==> src/rtl/ex_pkg.sv <==
// Shared constants for the EX stage: datapath widths, ALU opcode encodings and
// forwarding-select codes.
package ex_pkg;

    localparam int DATA_W_DEF     = 16;
    localparam int REG_ADDR_W_DEF = 3;

    localparam logic [2:0] ALU_ADD    = 3'd0;
    localparam logic [2:0] ALU_SUB    = 3'd1;
    localparam logic [2:0] ALU_AND    = 3'd2;
    localparam logic [2:0] ALU_OR     = 3'd3;
    localparam logic [2:0] ALU_XOR    = 3'd4;
    localparam logic [2:0] ALU_SLT    = 3'd5;
    localparam logic [2:0] ALU_SHL    = 3'd6;
    localparam logic [2:0] ALU_PASS_B = 3'd7;

    // 2'b11 is unused by the forwarding unit and behaves like FWD_IDEX.
    localparam logic [1:0] FWD_IDEX  = 2'b00;
    localparam logic [1:0] FWD_EXMEM = 2'b01;
    localparam logic [1:0] FWD_MEMWB = 2'b10;

endpackage

==> src/rtl/ex_stage_reg_if.sv <==
// Bundle of ID/EX inputs, hazard controls, MEM/WB bypass value and EX/MEM outputs.
// master = upstream pipeline / hazard logic, slave = the EX stage.
interface ex_stage_reg_if #(
    parameter int DATA_W     = 16,
    parameter int REG_ADDR_W = 3
);
    logic [DATA_W-1:0]     Id_Ex_r1Data;
    logic [DATA_W-1:0]     Id_Ex_r2Data;
    logic [DATA_W-1:0]     Id_Ex_imm;
    logic [2:0]            Id_Ex_aluOp;
    logic                  Id_Ex_aluSrc;
    logic [REG_ADDR_W-1:0] Id_Ex_dest;
    logic                  Id_Ex_regWrite;
    logic                  Id_Ex_regWriteDataSel;
    logic                  Id_Ex_memWrite;
    logic [1:0]            aluInputAForwardingSel;
    logic [1:0]            aluInputBForwardingSel;
    logic                  stall;
    logic                  flush;
    logic [DATA_W-1:0]     Mem_Wb_writeData;

    logic [DATA_W-1:0]     Ex_Mem_aluResult;
    logic [DATA_W-1:0]     Ex_Mem_storeData;
    logic [REG_ADDR_W-1:0] Ex_Mem_dest;
    logic                  Ex_Mem_regWrite;
    logic                  Ex_Mem_regWriteDataSel;
    logic                  Ex_Mem_memWrite;
    logic                  Ex_Mem_zero;

    modport master (
        output Id_Ex_r1Data, Id_Ex_r2Data, Id_Ex_imm, Id_Ex_aluOp, Id_Ex_aluSrc,
               Id_Ex_dest, Id_Ex_regWrite, Id_Ex_regWriteDataSel, Id_Ex_memWrite,
               aluInputAForwardingSel, aluInputBForwardingSel, stall, flush,
               Mem_Wb_writeData,
        input  Ex_Mem_aluResult, Ex_Mem_storeData, Ex_Mem_dest, Ex_Mem_regWrite,
               Ex_Mem_regWriteDataSel, Ex_Mem_memWrite, Ex_Mem_zero
    );

    modport slave (
        input  Id_Ex_r1Data, Id_Ex_r2Data, Id_Ex_imm, Id_Ex_aluOp, Id_Ex_aluSrc,
               Id_Ex_dest, Id_Ex_regWrite, Id_Ex_regWriteDataSel, Id_Ex_memWrite,
               aluInputAForwardingSel, aluInputBForwardingSel, stall, flush,
               Mem_Wb_writeData,
        output Ex_Mem_aluResult, Ex_Mem_storeData, Ex_Mem_dest, Ex_Mem_regWrite,
               Ex_Mem_regWriteDataSel, Ex_Mem_memWrite, Ex_Mem_zero
    );

endinterface

==> src/rtl/ex_stage_reg_alu.sv <==
// Combinational ALU: ADD/SUB/AND/OR/XOR, signed SLT, SHL by b[3:0], PASS_B.
// Arithmetic wraps at DATA_W bits; zero flags an all-zero result.
module alu
    import ex_pkg::*;
#(
    parameter int DATA_W = DATA_W_DEF
) (
    input  logic [DATA_W-1:0] a,
    input  logic [DATA_W-1:0] b,
    input  logic [2:0]        aluOp,
    output logic [DATA_W-1:0] result,
    output logic              zero
);

    always_comb begin
        result = '0;
        case (aluOp)
            ALU_ADD:    result = a + b;
            ALU_SUB:    result = a - b;
            ALU_AND:    result = a & b;
            ALU_OR:     result = a | b;
            ALU_XOR:    result = a ^ b;
            ALU_SLT:    result = {{(DATA_W-1){1'b0}}, ($signed(a) < $signed(b))};
            ALU_SHL:    result = a << b[3:0];
            ALU_PASS_B: result = b;
            default:    result = '0;
        endcase
    end

    assign zero = (result == '0);

endmodule

==> src/rtl/ex_stage_reg.sv <==
// EX stage: operand forwarding muxes, ALU and the EX/MEM pipeline register.
// Optional EX_STALL_CNT_EN adds a saturating 16-bit stallCount output.
module ex_stage_reg
    import ex_pkg::*;
#(
    parameter int DATA_W     = DATA_W_DEF,
    parameter int REG_ADDR_W = REG_ADDR_W_DEF
) (
    input  logic          clk,
    input  logic          rst,
    ex_stage_reg_if.slave bus
`ifdef EX_STALL_CNT_EN
    ,
    output logic [15:0]   stallCount
`endif
);

    logic [DATA_W-1:0]     alu_result_q, alu_result_d;
    logic [DATA_W-1:0]     store_data_q, store_data_d;
    logic [REG_ADDR_W-1:0] dest_q, dest_d;
    logic                  reg_write_q, reg_write_d;
    logic                  wb_sel_q, wb_sel_d;
    logic                  mem_write_q, mem_write_d;
    logic                  zero_q, zero_d;

    logic [1:0]            fwd_sel  [2];
    logic [DATA_W-1:0]     reg_data [2];
    logic [DATA_W-1:0]     fwd_data [2];
    logic [DATA_W-1:0]     alu_b;
    logic [DATA_W-1:0]     alu_res;
    logic                  alu_zero;
    logic                  bubble;

    assign fwd_sel[0]  = bus.aluInputAForwardingSel;
    assign fwd_sel[1]  = bus.aluInputBForwardingSel;
    assign reg_data[0] = bus.Id_Ex_r1Data;
    assign reg_data[1] = bus.Id_Ex_r2Data;

    // EX/MEM forwarding reads this stage's own registered result.
    genvar gi;
    generate
        for (gi = 0; gi < 2; gi++) begin : g_fwd
            assign fwd_data[gi] = (fwd_sel[gi] == FWD_EXMEM) ? alu_result_q :
                                  (fwd_sel[gi] == FWD_MEMWB) ? bus.Mem_Wb_writeData :
                                                               reg_data[gi];
        end
    endgenerate

    assign alu_b = bus.Id_Ex_aluSrc ? bus.Id_Ex_imm : fwd_data[1];

    alu #(.DATA_W(DATA_W)) u_alu (
        .a      (fwd_data[0]),
        .b      (alu_b),
        .aluOp  (bus.Id_Ex_aluOp),
        .result (alu_res),
        .zero   (alu_zero)
    );

    // A bubble only kills the side-effecting controls; data fields load anyway.
    assign bubble = bus.stall | bus.flush;

    always_comb begin
        alu_result_d = alu_res;
        zero_d       = alu_zero;
        store_data_d = fwd_data[1];
        dest_d       = bus.Id_Ex_dest;
        wb_sel_d     = bus.Id_Ex_regWriteDataSel;
        reg_write_d  = bus.Id_Ex_regWrite & ~bubble;
        mem_write_d  = bus.Id_Ex_memWrite & ~bubble;
    end

    always_ff @(posedge clk) begin
        if (rst) begin
            alu_result_q <= '0;
            store_data_q <= '0;
            dest_q       <= '0;
            reg_write_q  <= 1'b0;
            wb_sel_q     <= 1'b0;
            mem_write_q  <= 1'b0;
            zero_q       <= 1'b0;
        end else begin
            alu_result_q <= alu_result_d;
            store_data_q <= store_data_d;
            dest_q       <= dest_d;
            reg_write_q  <= reg_write_d;
            wb_sel_q     <= wb_sel_d;
            mem_write_q  <= mem_write_d;
            zero_q       <= zero_d;
        end
    end

    assign bus.Ex_Mem_aluResult       = alu_result_q;
    assign bus.Ex_Mem_storeData       = store_data_q;
    assign bus.Ex_Mem_dest            = dest_q;
    assign bus.Ex_Mem_regWrite        = reg_write_q;
    assign bus.Ex_Mem_regWriteDataSel = wb_sel_q;
    assign bus.Ex_Mem_memWrite        = mem_write_q;
    assign bus.Ex_Mem_zero            = zero_q;

`ifdef EX_STALL_CNT_EN
    logic [15:0] stall_cnt_q, stall_cnt_d;

    always_comb begin
        stall_cnt_d = stall_cnt_q;
        if (bus.stall && (stall_cnt_q != 16'hFFFF)) begin
            stall_cnt_d = stall_cnt_q + 16'd1;
        end
    end

    always_ff @(posedge clk) begin
        if (rst) begin
            stall_cnt_q <= 16'd0;
        end else begin
            stall_cnt_q <= stall_cnt_d;
        end
    end

    assign stallCount = stall_cnt_q;
`endif

endmodule

==> src/flat_wrapper.sv <==
// flat-port wrapper written by rule: the top's interface ports become plain ports
module ex_stage_reg_flat import ex_pkg::*;
#(
    parameter int DATA_W     = DATA_W_DEF,
    parameter int REG_ADDR_W = REG_ADDR_W_DEF
)
  (clk, rst, bus_Id_Ex_r1Data, bus_Id_Ex_r2Data, bus_Id_Ex_imm, bus_Id_Ex_aluOp, bus_Id_Ex_aluSrc, bus_Id_Ex_dest, bus_Id_Ex_regWrite, bus_Id_Ex_regWriteDataSel, bus_Id_Ex_memWrite, bus_aluInputAForwardingSel, bus_aluInputBForwardingSel, bus_stall, bus_flush, bus_Mem_Wb_writeData, bus_Ex_Mem_aluResult, bus_Ex_Mem_storeData, bus_Ex_Mem_dest, bus_Ex_Mem_regWrite, bus_Ex_Mem_regWriteDataSel, bus_Ex_Mem_memWrite, bus_Ex_Mem_zero);
  ex_stage_reg_if #(.DATA_W(DATA_W), .REG_ADDR_W(REG_ADDR_W)) bus_i ();
  input  logic clk;
  input  logic rst;
  input wire logic [$bits(bus_i.Id_Ex_r1Data)-1:0] bus_Id_Ex_r1Data;
  input wire logic [$bits(bus_i.Id_Ex_r2Data)-1:0] bus_Id_Ex_r2Data;
  input wire logic [$bits(bus_i.Id_Ex_imm)-1:0] bus_Id_Ex_imm;
  input wire logic [$bits(bus_i.Id_Ex_aluOp)-1:0] bus_Id_Ex_aluOp;
  input wire logic [$bits(bus_i.Id_Ex_aluSrc)-1:0] bus_Id_Ex_aluSrc;
  input wire logic [$bits(bus_i.Id_Ex_dest)-1:0] bus_Id_Ex_dest;
  input wire logic [$bits(bus_i.Id_Ex_regWrite)-1:0] bus_Id_Ex_regWrite;
  input wire logic [$bits(bus_i.Id_Ex_regWriteDataSel)-1:0] bus_Id_Ex_regWriteDataSel;
  input wire logic [$bits(bus_i.Id_Ex_memWrite)-1:0] bus_Id_Ex_memWrite;
  input wire logic [$bits(bus_i.aluInputAForwardingSel)-1:0] bus_aluInputAForwardingSel;
  input wire logic [$bits(bus_i.aluInputBForwardingSel)-1:0] bus_aluInputBForwardingSel;
  input wire logic [$bits(bus_i.stall)-1:0] bus_stall;
  input wire logic [$bits(bus_i.flush)-1:0] bus_flush;
  input wire logic [$bits(bus_i.Mem_Wb_writeData)-1:0] bus_Mem_Wb_writeData;
  output wire logic [$bits(bus_i.Ex_Mem_aluResult)-1:0] bus_Ex_Mem_aluResult;
  output wire logic [$bits(bus_i.Ex_Mem_storeData)-1:0] bus_Ex_Mem_storeData;
  output wire logic [$bits(bus_i.Ex_Mem_dest)-1:0] bus_Ex_Mem_dest;
  output wire logic [$bits(bus_i.Ex_Mem_regWrite)-1:0] bus_Ex_Mem_regWrite;
  output wire logic [$bits(bus_i.Ex_Mem_regWriteDataSel)-1:0] bus_Ex_Mem_regWriteDataSel;
  output wire logic [$bits(bus_i.Ex_Mem_memWrite)-1:0] bus_Ex_Mem_memWrite;
  output wire logic [$bits(bus_i.Ex_Mem_zero)-1:0] bus_Ex_Mem_zero;
  assign bus_i.Id_Ex_r1Data = bus_Id_Ex_r1Data;
  assign bus_i.Id_Ex_r2Data = bus_Id_Ex_r2Data;
  assign bus_i.Id_Ex_imm = bus_Id_Ex_imm;
  assign bus_i.Id_Ex_aluOp = bus_Id_Ex_aluOp;
  assign bus_i.Id_Ex_aluSrc = bus_Id_Ex_aluSrc;
  assign bus_i.Id_Ex_dest = bus_Id_Ex_dest;
  assign bus_i.Id_Ex_regWrite = bus_Id_Ex_regWrite;
  assign bus_i.Id_Ex_regWriteDataSel = bus_Id_Ex_regWriteDataSel;
  assign bus_i.Id_Ex_memWrite = bus_Id_Ex_memWrite;
  assign bus_i.aluInputAForwardingSel = bus_aluInputAForwardingSel;
  assign bus_i.aluInputBForwardingSel = bus_aluInputBForwardingSel;
  assign bus_i.stall = bus_stall;
  assign bus_i.flush = bus_flush;
  assign bus_i.Mem_Wb_writeData = bus_Mem_Wb_writeData;
  assign bus_Ex_Mem_aluResult = bus_i.Ex_Mem_aluResult;
  assign bus_Ex_Mem_storeData = bus_i.Ex_Mem_storeData;
  assign bus_Ex_Mem_dest = bus_i.Ex_Mem_dest;
  assign bus_Ex_Mem_regWrite = bus_i.Ex_Mem_regWrite;
  assign bus_Ex_Mem_regWriteDataSel = bus_i.Ex_Mem_regWriteDataSel;
  assign bus_Ex_Mem_memWrite = bus_i.Ex_Mem_memWrite;
  assign bus_Ex_Mem_zero = bus_i.Ex_Mem_zero;
  ex_stage_reg #(.DATA_W(DATA_W), .REG_ADDR_W(REG_ADDR_W)) u_core (.clk(clk), .rst(rst), .bus(bus_i));
endmodule
==> config.mk <==
export PLATFORM = sky130hd
export DESIGN_NAME = ex_stage_reg_flat
export DESIGN_NICKNAME = d
export VERILOG_FILES = /design/src/rtl/ex_pkg.sv /design/src/rtl/ex_stage_reg_if.sv /design/src/rtl/ex_stage_reg_alu.sv /design/src/rtl/ex_stage_reg.sv /design/src/flat_wrapper.sv
export SDC_FILE = /design/constraint.sdc
export NUM_CORES = 1
export LEC_CHECK = 0
export ABC_AREA = 1
export BUFFER_PORTS_ARGS = -buffer_cell sky130_fd_sc_hd__buf_2
export CAP_MARGIN = 20
export CORE_ASPECT_RATIO = 0.5
export CORE_UTILIZATION = 35
export CTS_CLUSTER_DIAMETER = 50
export DETAILED_ROUTE_END_ITERATION = 6
export SYNTH_ARGS = -nofsm -noshare
export SYNTH_HDL_FRONTEND = slang
export SYNTH_HIERARCHICAL = 1
export SYNTH_SLANG_ARGS = --single-unit
==> constraint.sdc <==
create_clock -name clk -period 3.3 [get_ports clk]
set_clock_uncertainty 0.05 [all_clocks]
set_input_delay 0 -clock clk [delete_from_list [all_inputs] [get_ports clk]]
set_output_delay 0 -clock clk [all_outputs]
set_load 0.01 [all_outputs]
==> results of run 1 <==
## power groups by stage
stage	clock network, mW	logic [mW]	registers, mW
3_3_place_gp	0	1.50	0.553
4_1_cts	0.518	1.52	0.543
2_1_floorplan	0	0.949	0.568
6_report	0.507	1.57	0.543
5_1_grt	0.538	1.76	0.548
3_5_place_dp	0	1.50	0.554
## sequential cells by signal (all words and copies together) (netlist names)
register / count
u_core/bus.Ex_Mem_aluResult: 16
u_core/bus.Ex_Mem_dest: 3
u_core/bus.Ex_Mem_regWrite: 1
u_core/bus.Ex_Mem_zero: 1
u_core/bus.Ex_Mem_regWriteDataSel: 1
u_core/bus.Ex_Mem_storeData: 16
u_core/bus.Ex_Mem_memWrite: 1
## cell usage after synthesis (all sizes together)
cell type,instances,area [µm²]
and2,3,18.8
fa,2,40.0
o21ai,39,195
clkinv,1,5.00
buf,42,258
xor2,1,8.76
nor3b,2,15.0
ha,49,613
o211ai,3,22.5
nand4,13,81.3
clkbuf,4,15.0
a21oi,44,220
o21a,1,7.51
inv,139,522
o22ai,8,50.1
nor2,124,470
nand2,323,1230
nand3,151,766
o21bai,3,22.5
or2,20,125
a31oi,16,100
nor3,9,50.1
dfxtp,39,781
a21boi,2,15.0
## metrics by stage
step                utilization, %  instances  instance area [µm²]  setup WS (ns)  power, mW
detailed placement            42.4       1365                 6610          0.133       2.05
floorplan                        -       1038                 5630          0.557       1.52
finish                        44.3       1382                 6890          0.267       2.62
global placement              42.4       1365                 6610          0.113       2.06
CTS                           44.0       1382                 6850          0.189       2.58
global route                  44.3       1382                 6890         0.0111       2.84
## logic make-up after synthesis
kind of cell	after synthesis	synth area share (%)
fa+ha+maj	51	11.6
buf+inv	186	14.2
xor+xnor	1	0.155
compound gates	116	11.2
flops	39	13.9
simple gates	645	49.0
## final timing paths
path | slack [ns] | depth (start not counted) | start | end
min | 0.02 | 5 | bus_Id_Ex_r2Data[4] | u_core/bus.Ex_Mem_storeData[4]
min reg2reg | 0.60 | 3 | u_core/bus.Ex_Mem_aluResult[5] | u_core/bus.Ex_Mem_storeData[5]
max reg2reg | 0.27 | 21 | u_core/bus.Ex_Mem_aluResult[0] | u_core/bus.Ex_Mem_zero
max | 0.27 | 21 | u_core/bus.Ex_Mem_aluResult[0] | u_core/bus.Ex_Mem_zero
## timing repair
action / CTS / global route
setup buffers: 0 / 0
gates resized for setup: 0 / 14
hold buffers: 9 / 0
endpoints found under the hold margin: 7 / 0
endpoints found under the setup margin: 0 / 2
## metal layers
metal	up-vias	share of wire [%]	routed length (µm)	global-route usage, %
met4	0	0.34	78	3.11
li1	3575	-	-	-
met1	3339	50	11500	41.5
met3	7	12	2690	7.19
met5	-	0	0	0
met2	319	38	8690	38.8
## cells in the final DEF (no fill, tap or decap), drive strengths merged, types with 16 or more instances in the layout
cell,instances
inv,140
o21ai,39
dfxtp,39
ha,49
nor2,124
nand3,151
nand2,323
or2,20
buf,169
a21oi,44
a31oi,16
## area by class of cell
cell class | instances | area [µm²]
sequential | 39 | 781
fill | 1741 | 8680
clock inverter | 3 | 23.8
clock buffer | 5 | 125
inverter | 140 | 527
timing repair buffer | 178 | 1090
multi-input combinational | 813 | 4100
tap | 204 | 255
## worst min-delay path, stage by stage
cell and delay, ns:
buf_2 0.08, nand2_1 0.05, nand3_1 0.08, nand2_1 0.05, nor2_1 0.07
==> flow_summary.toml, run 1 <==
[status]
status = "complete, no violations"

[floorplan]
die_w_um = 181
ios = 121
dieHeight_um = 91.7
dieArea_mm2 = 0.0166
core_mm2 = 0.0156
initial_core_util_pct = 36.2
num_rows = 32

[global_routing]
grt_max_degree = 40
grt_pass1_vias = 6486
antenna_found_initial = 0
grtUsageTotal_pct = 27.4
grt_first_pass_wirelength_um = 35500
gr-total-overflow = 0

[critical_path]
worstPathCellList = "nor2_1 > a31oi_2 > buf_4 > ha_1 > inv_1 > fa_1 > inv_1 > nand3_1 > nand3_1 > nand2_1 > nand2_1 > nand2_1 > nand3_1 > nand3_1 > nor2_1 > nand2_1 > nor2_1 > nand3_1 > nor2_1 > inv_1 > nor2_1"
timing.critical_path.arrival_ns = 3.21
slowest_delay_ns = 0.43
crit_path_top_delay_cell = "dfxtp_1"
crit_type = "reg2reg"
crit_buf_inv = 4
critPathTopFamily = "simple AND/OR/NAND/NOR gates"
crit_fanout = 3
startpoint_type = "register"
cp-end-kind = "register"
cp.required_ns = 3.48

[placement]
place_congestion = 0.989
port-buffer-count = 120
dp_hpwl_um = 18800

[power]
power.internal_mw = 1.35
p_per_area_mw_per_mm2 = 380
p_leak_nw = 3.88
p_clk_share_pct = 19.3
seq_power_share_pct = 20.7
power_frac_comb_pct = 60.0
vdd_drop_max_mv = 0.210
switchingPower_mw = 1.28
switching_share_pct = 48.7

[drt]
first_iter_violations = 772
drc = 0
drt_wl_total_um = 23000
via_per_inst = 5.24
wl_per_cell_um = 16.6
via_count = 7240
drt_first_pass_iters = 6
antenna_left = 0

[synthesis]
synth-seq-area-share_pct = 13.9
synth_fp_nets = 1171
syn_area_mm2 = 0.00563
synth_cells = 1038
yosysUniqueCellTypes = 35
synth.avg_cell_area_um2 = 5.43
synth_warnings = 6
synth-seq-cells = 39

[cts]
cts_tree = "done"
clk_pin_slew_worst_paths_ns = 0.07
ctsLongestPathBuffers = 2
cts_num_sinks = 39
htreeDepth = 2
cts_root_buf = "clkbuf_16"
numCtsBuffers = 5
clock_latency_ns = 0.29

[timing]
worst_pin_slew_ns = 0.792
rsz0062_at_grt = "no"
relSlewSlack_pct = 47.0
setup_tns_ns = 0
hold_ws_ns = 0.0157
fmax_mhz = 330
finalSetupViolCount = 0
period_needed_ns = 3.03
hold_violations = 0
finalCritPeriodShare_pct = 91.9
drv_slew = 0

[layout]
antenna_cells = 0
drive_gt1_share_pct = 17.7
final_nets = 1310
syn2layout_area_growth_pct = 22.4

[hold_path]
hold_class = "in2reg"

[flow_run]
cap_violations = 0
No activity file was read; power rests on OpenSTA's default activity.
==> run 2: changes to the inputs <==
- SYNTH_HIERARCHICAL: 1 -> unset
==> run 2 against run 1 <==
Effect of this change: worst hold slack improved by 0.017 ns; global-route usage decreased by 0.42 points; sequential power grew 1%; worst setup slack lost 0.029 ns; flip-flop and latch count stayed put; via count is 3.2% lower; final cell count decreased by 4.7%; sequential share of layout area is essentially flat; critical path type unchanged; largest cell class unchanged.
==> flow_summary.toml, run 2 <==
[power]
p_clk_share_pct = 18.2
p_leak_nw = 3.80
vdd_drop_max_mv = 0.227
power.total_mw = 2.62
seq_power_share_pct = 20.9
p_per_area_mw_per_mm2 = 380
switching_share_pct = 46.3
switchingPower_mw = 1.21
power.internal_mw = 1.41
power_frac_comb_pct = 60.9

[timing]
period_needed_ns = 3.06
worst_slack_ns = 0.238
hold_violations = 0
worst_pin_slew_ns = 0.694
rsz0062_at_grt = "no"
finalCritPeriodShare_pct = 92.8
drv_slew = 0
finalSetupViolCount = 0
fmax_mhz = 327
relSlewSlack_pct = 53.4

[floorplan]
dieArea_mm2 = 0.0160
die_w_um = 178
initial_core_util_pct = 36.7
dieHeight_um = 90.0
core_mm2 = 0.0148
num_rows = 31
ios = 121

[cts]
post_cts_buffers = 0
htreeDepth = 2
clk_pin_slew_worst_paths_ns = 0.06
cts_root_buf = "clkbuf_16"
clock_latency_ns = 0.28
ctsLongestPathBuffers = 2
numCtsBuffers = 5
cts_num_sinks = 39
cts_tree = "done"

[synthesis]
synth_warnings = 0
synth_fp_nets = 1078
synth-edff-count = 0
synth_top_area_share_pct = 18.1
yosysTopAreaCell = "nand2_1"
async_reset_ff_share_pct = 0
synth_common_cells = "nand2_1, nand3_1, inv_1, nor2_1, a21oi_1"
syn_area_mm2 = 0.00543
synth-seq-cells = 39
synth_cells = 945
synth_area_leaders = "nand2_1, dfxtp_1, nand3_1, ha_1, inv_1"
synth_most_common_cell = "nand2_1"
synth.avg_cell_area_um2 = 5.74
synth-seq-area-share_pct = 14.4
ys.flop_type = "dfxtp_1"
yosysUniqueCellTypes = 47

[drt]
wl_per_cell_um = 16.8
drc = 0
antenna_left = 0
via_per_inst = 5.32
drt_wl_total_um = 22100
first_iter_violations = 675
via_count = 7006
drt_first_pass_iters = 7

[layout]
final_nets = 1251
fin_area_mm2 = 0.00690
fin_cells = 1317
syn2layout_area_growth_pct = 27.2
nFillCells = 1567
mostFrequentLayoutCells = "nand2_1, nand3_1, buf_2, inv_1, nor2_1"
final_common_cell = "nand2_1"
antenna_cells = 0
final_util_pct = 46.7
drive_gt1_share_pct = 23.1

[critical_path]
cp-end-kind = "register"
startpoint_type = "register"
cp.required_ns = 3.41
crit_fanout = 8
crit_type = "reg2reg"
timing.critical_path.arrival_ns = 3.18

[global_routing]
grtUsageTotal_pct = 27.0
grt_max_degree = 30
antenna_found_initial = 1
grt_pass1_vias = 6296
gr-total-overflow = 0
grt_first_pass_wirelength_um = 33800

[status]
status = "complete, no violations"

[placement]
port-buffer-count = 120
dp.cells = 1301
place_area_mm2 = 0.00663
dp_hpwl_um = 18100
place_ws_ns = -0.102
place_congestion = 1.00

[hold_path]
hold_class = "in2reg"

[flow_run]
cap_violations = 0
==> run 2: cell types whose count changed after synthesis, sizes merged, moves of 20 or more <==
cell,delta
o21ai,+24
nor2,-35
buf,-21
inv,-20
nand2,-49
==> run 2: cells by family after synthesis <==
logic type | synth area share, %
adder cells (fa/ha/maj) | 12.0
flip-flops | 14.4
buffers and inverters | 12.9
AO/OA/AOI/OAI | 15.9
AND/OR/NAND/NOR | 43.5
XOR/XNOR | 1.29
==> run 2: worst paths after layout <==
path | slack (ns) | end | depth (start not counted) | start
min reg2reg | 0.49 | u_core.bus.Ex_Mem_storeData[0] | 2 | u_core.bus.Ex_Mem_aluResult[0]
max reg2reg | 0.24 | u_core.bus.Ex_Mem_aluResult[13] | 11 | u_core.bus.Ex_Mem_aluResult[9]
max | 0.24 | u_core.bus.Ex_Mem_aluResult[13] | 11 | u_core.bus.Ex_Mem_aluResult[9]
min | 0.03 | u_core.bus.Ex_Mem_storeData[1] | 5 | bus_Id_Ex_r2Data[1]
==> run 2: layer usage <==
metal / GRT usage, % / wire (µm)
met5: 0 / 9
met4: 4.49 / 214
met3: 6.56 / 2890
met2: 37.5 / 8380
met1: 41.3 / 10600
==> run 2: layout make-up <==
class / instances / area (µm²) / share of cell area [%]
Sequential cell: 39 / 781 / 11.3
Inverter: 120 / 455 / 6.60
Clock inverter: 2 / 12.5 / 0.181
Tap cell: 198 / 248 / 3.59
Timing Repair Buffer: 206 / 1280 / 18.6
Multi-Input combinational cell: 746 / 3990 / 57.9
Clock buffer: 6 / 129 / 1.87
==> run 2: worst max-delay path, stage by stage (launching register included) <==
cell and delay (ns):
dfxtp_1 0.35, o21ai_0 0.33, o21ai_1 0.21, ha_1 0.49
nand2_1 0.13, nor2_1 0.25, nand3_1 0.10, o21ai_1 0.25
nand3_1 0.16, nand3_1 0.10, nand3_1 0.18, a21oi_1 0.35
==> run 2: power by group through the flow <==
stage | Clock, mW | Sequential [mW] | Combinational (mW)
CTS | 0.481 | 0.548 | 1.54
floorplan | 0 | 0.570 | 0.903
global route | 0.496 | 0.553 | 1.75
detailed placement | 0 | 0.559 | 1.52
global placement | 0 | 0.558 | 1.52
finish | 0.477 | 0.549 | 1.60
==> run 2: stage by stage <==
step,setup TNS [ns],hold slack [ns]
finish,0,0.0325
global route,0,0.0816
CTS,0,0.0341
detailed placement,-0.168,0.156
global placement,-0.152,0.153
floorplan,0,0.0570
==> run 2: what timing repair did <==
| item | CTS | global route |
|---|---|---|
| hold buffers | 8 | 0 |
| endpoints found under the setup margin | 0 | 10 |
| resized for setup | 0 | 20 |
| hold endpoints to repair | 6 | 0 |
==> run 3: changes to the inputs <==
- ABC_AREA: 1 -> unset
==> run 3 against run 2 <==
Effect of this change: the flow now finishes with violations (setup timing); synthesized cell count decreased by 20%; worst hold slack improved by 0.094 ns; first-iteration DRC count decreased by 11%; critical path type unchanged; final cell count decreased by 4.4%; final area increased by 23%; critical endpoint is now u_core.bus.Ex_Mem_zero.
==> flow_summary.toml, run 3 <==
[timing]
hold_violations = 0
finalSetupViolCount = 2
rsz0062_at_grt = "yes"
worst_slack_ns = -0.178
setup_tns_ns = -0.252
period_needed_ns = 3.48
finalCritPeriodShare_pct = 105
relSlewSlack_pct = 44.9
drv_slew = 0
hold_ws_ns = 0.126
worst_pin_slew_ns = 0.823
fmax_mhz = 288

[layout]
regArea_um2 = 787
fin_area_mm2 = 0.00850
final_common_cell = "buf_4"
final_nets = 1170
mostFrequentLayoutCells = "buf_4, buf_2, mux2i_1, nor2_1, nand2_1"
fin_cells = 1259
drive_gt1_share_pct = 40.3
multi_input_area_mm2 = 0.00492
nFillCells = 1478
syn2layout_area_growth_pct = 49.2
antenna_cells = 0

[status]
status = "complete, but fails checks"
violations = "setup timing"

[drt]
antenna_left = 0
via_count = 7146
wl_per_cell_um = 19.9
drc = 0
drt_first_pass_iters = 5
drt_wl_total_um = 25100
via_per_inst = 5.68
first_iter_violations = 601

[power]
p_per_area_mw_per_mm2 = 383
switching_share_pct = 43.9
switchingPower_mw = 1.43
vdd_drop_max_mv = 0.211
power.total_mw = 3.26
p_leak_nw = 4.11
power.internal_mw = 1.83
power_frac_comb_pct = 68.0
seq_power_share_pct = 17.1
p_clk_share_pct = 14.9

[floorplan]
initial_core_util_pct = 36.4
ios = 121
die_w_um = 182
dieHeight_um = 92.2
core_mm2 = 0.0157
num_rows = 32
dieArea_mm2 = 0.0168

[placement]
dp_hpwl_um = 19900
place_congestion = 1.01
port-buffer-count = 120
place_area_mm2 = 0.00772
dp.cells = 1226

[cts]
numCtsBuffers = 5
cts_num_sinks = 39
ctsLongestPathBuffers = 2
clock_latency_ns = 0.28
cts_tree = "done"
cts_root_buf = "clkbuf_16"
htreeDepth = 2
clk_pin_slew_worst_paths_ns = 0.07

[synthesis]
yosysTopAreaCell = "mux2i_1"
synth_top_area_share_pct = 18.4
synth_most_common_cell = "mux2i_1"
synth-edff-count = 0
synth_fp_nets = 888
async_reset_ff_share_pct = 0
synth_cells = 755
synth-seq-area-share_pct = 13.7
synth_area_leaders = "mux2i_1, dfxtp_1, ha_1, a21oi_1, nor2_1"
syn_area_mm2 = 0.00570
ys.flop_type = "dfxtp_1"
synth-seq-cells = 39
yosysUniqueCellTypes = 76
synth_common_cells = "mux2i_1, nor2_1, nand2_1, ha_1, a21oi_1"
synth.avg_cell_area_um2 = 7.55
synth_warnings = 0

[flow_run]
cap_violations = 0

[critical_path]
cp-end-kind = "register"
crit_type = "reg2reg"
timing.critical_path.arrival_ns = 3.64
startpoint_type = "register"
cp.required_ns = 3.47
crit_fanout = 3

[global_routing]
grtUsageTotal_pct = 28.8
grt_first_pass_wirelength_um = 37500
grt_max_degree = 36
antenna_found_initial = 0
gr-total-overflow = 0
grt_pass1_vias = 6610

[hold_path]
hold_class = "in2reg"
## run 3: logic make-up after synthesis
kind of cell,count (synthesis),share of synthesized area [%]
xor gates and xnor gates,10,1.54
and+or+nand+nor,236,20.1
AOI/OAI and AO/OA,200,24.2
adders and majority gates,51,11.5
buffers and inverters,100,7.78
DFF,39,13.7
muxes,119,21.2
## run 3: what timing repair did
item | 4_1_cts | 5_1_grt
setup buffers | 5 | 14
setup endpoints to repair | 8 | 9
cloned | 0 | 0
resized for setup | 40 | 49
hold buffers | 8 | 0
pin swaps | 15 | 36
endpoints found under the hold margin | 6 | 0
## run 3: power groups by stage
stage	Clock, mW	Combinational, mW	Sequential (mW)
6_report	0.486	2.21	0.557
5_1_grt	0.509	2.35	0.560
4_1_cts	0.491	2.00	0.554
3_5_place_dp	0	1.90	0.564
3_3_place_gp	0	1.90	0.562
2_1_floorplan	0	1.02	0.579
## run 3: layer usage
metal,vias up,wire [µm],global-route usage [%]
li1,3323,-,-
met1,3392,11500,41.7
met2,406,10200,41.3
met3,25,3210,9.81
met4,0,232,4.06
met5,-,0,0
## run 3: path summary, 6_finish.rpt
check / slack [ns] / cells after the start / to / startpoint
setup reg to reg: -0.18 / 15 / u_core.bus.Ex_Mem_zero / u_core.bus.Ex_Mem_aluResult[0]
hold reg to reg: 0.63 / 3 / u_core.bus.Ex_Mem_storeData[13] / u_core.bus.Ex_Mem_aluResult[13]
hold / removal: 0.13 / 4 / u_core.bus.Ex_Mem_storeData[13] / bus_Id_Ex_r2Data[13]
setup / recovery: -0.18 / 15 / u_core.bus.Ex_Mem_zero / u_core.bus.Ex_Mem_aluResult[0]
## run 3: worst max-delay path, cell delays in order (launching register included)
cell and delay (ns):
dfxtp_4 0.37, mux2i_4 0.19, o2bb2ai_4 0.15, nor2_4 0.07, buf_4 0.15, ha_4 0.16
fa_2 0.34, nor2b_4 0.15, o211a_1 0.23, nor3_1 0.24, xnor2_1 0.12, a211oi_2 0.35
o2111ai_2 0.17, nor4_2 0.34, nand4_1 0.15, nor3_2 0.16
## run 3: layout make-up
type                       instances  area share [%]
sequential                        39            9.26
timing repair buffer             323            25.6
clock buffer                       6            1.52
inverter                          52            2.34
tap                              221            3.25
clock inverter                     2           0.147
multi-input combinational        616            57.9
## run 3: through the flow
| step | util [%] | worst slack [ns] |
|---|---|---|
| after floorplan | - | 0.00832 |
| after global routing | 54.3 | -0.298 |
| after CTS | 52.1 | -0.0200 |
| after global placement | 49.3 | -0.451 |
| final | 54.3 | -0.178 |
| after detailed placement | 49.3 | -0.476 |
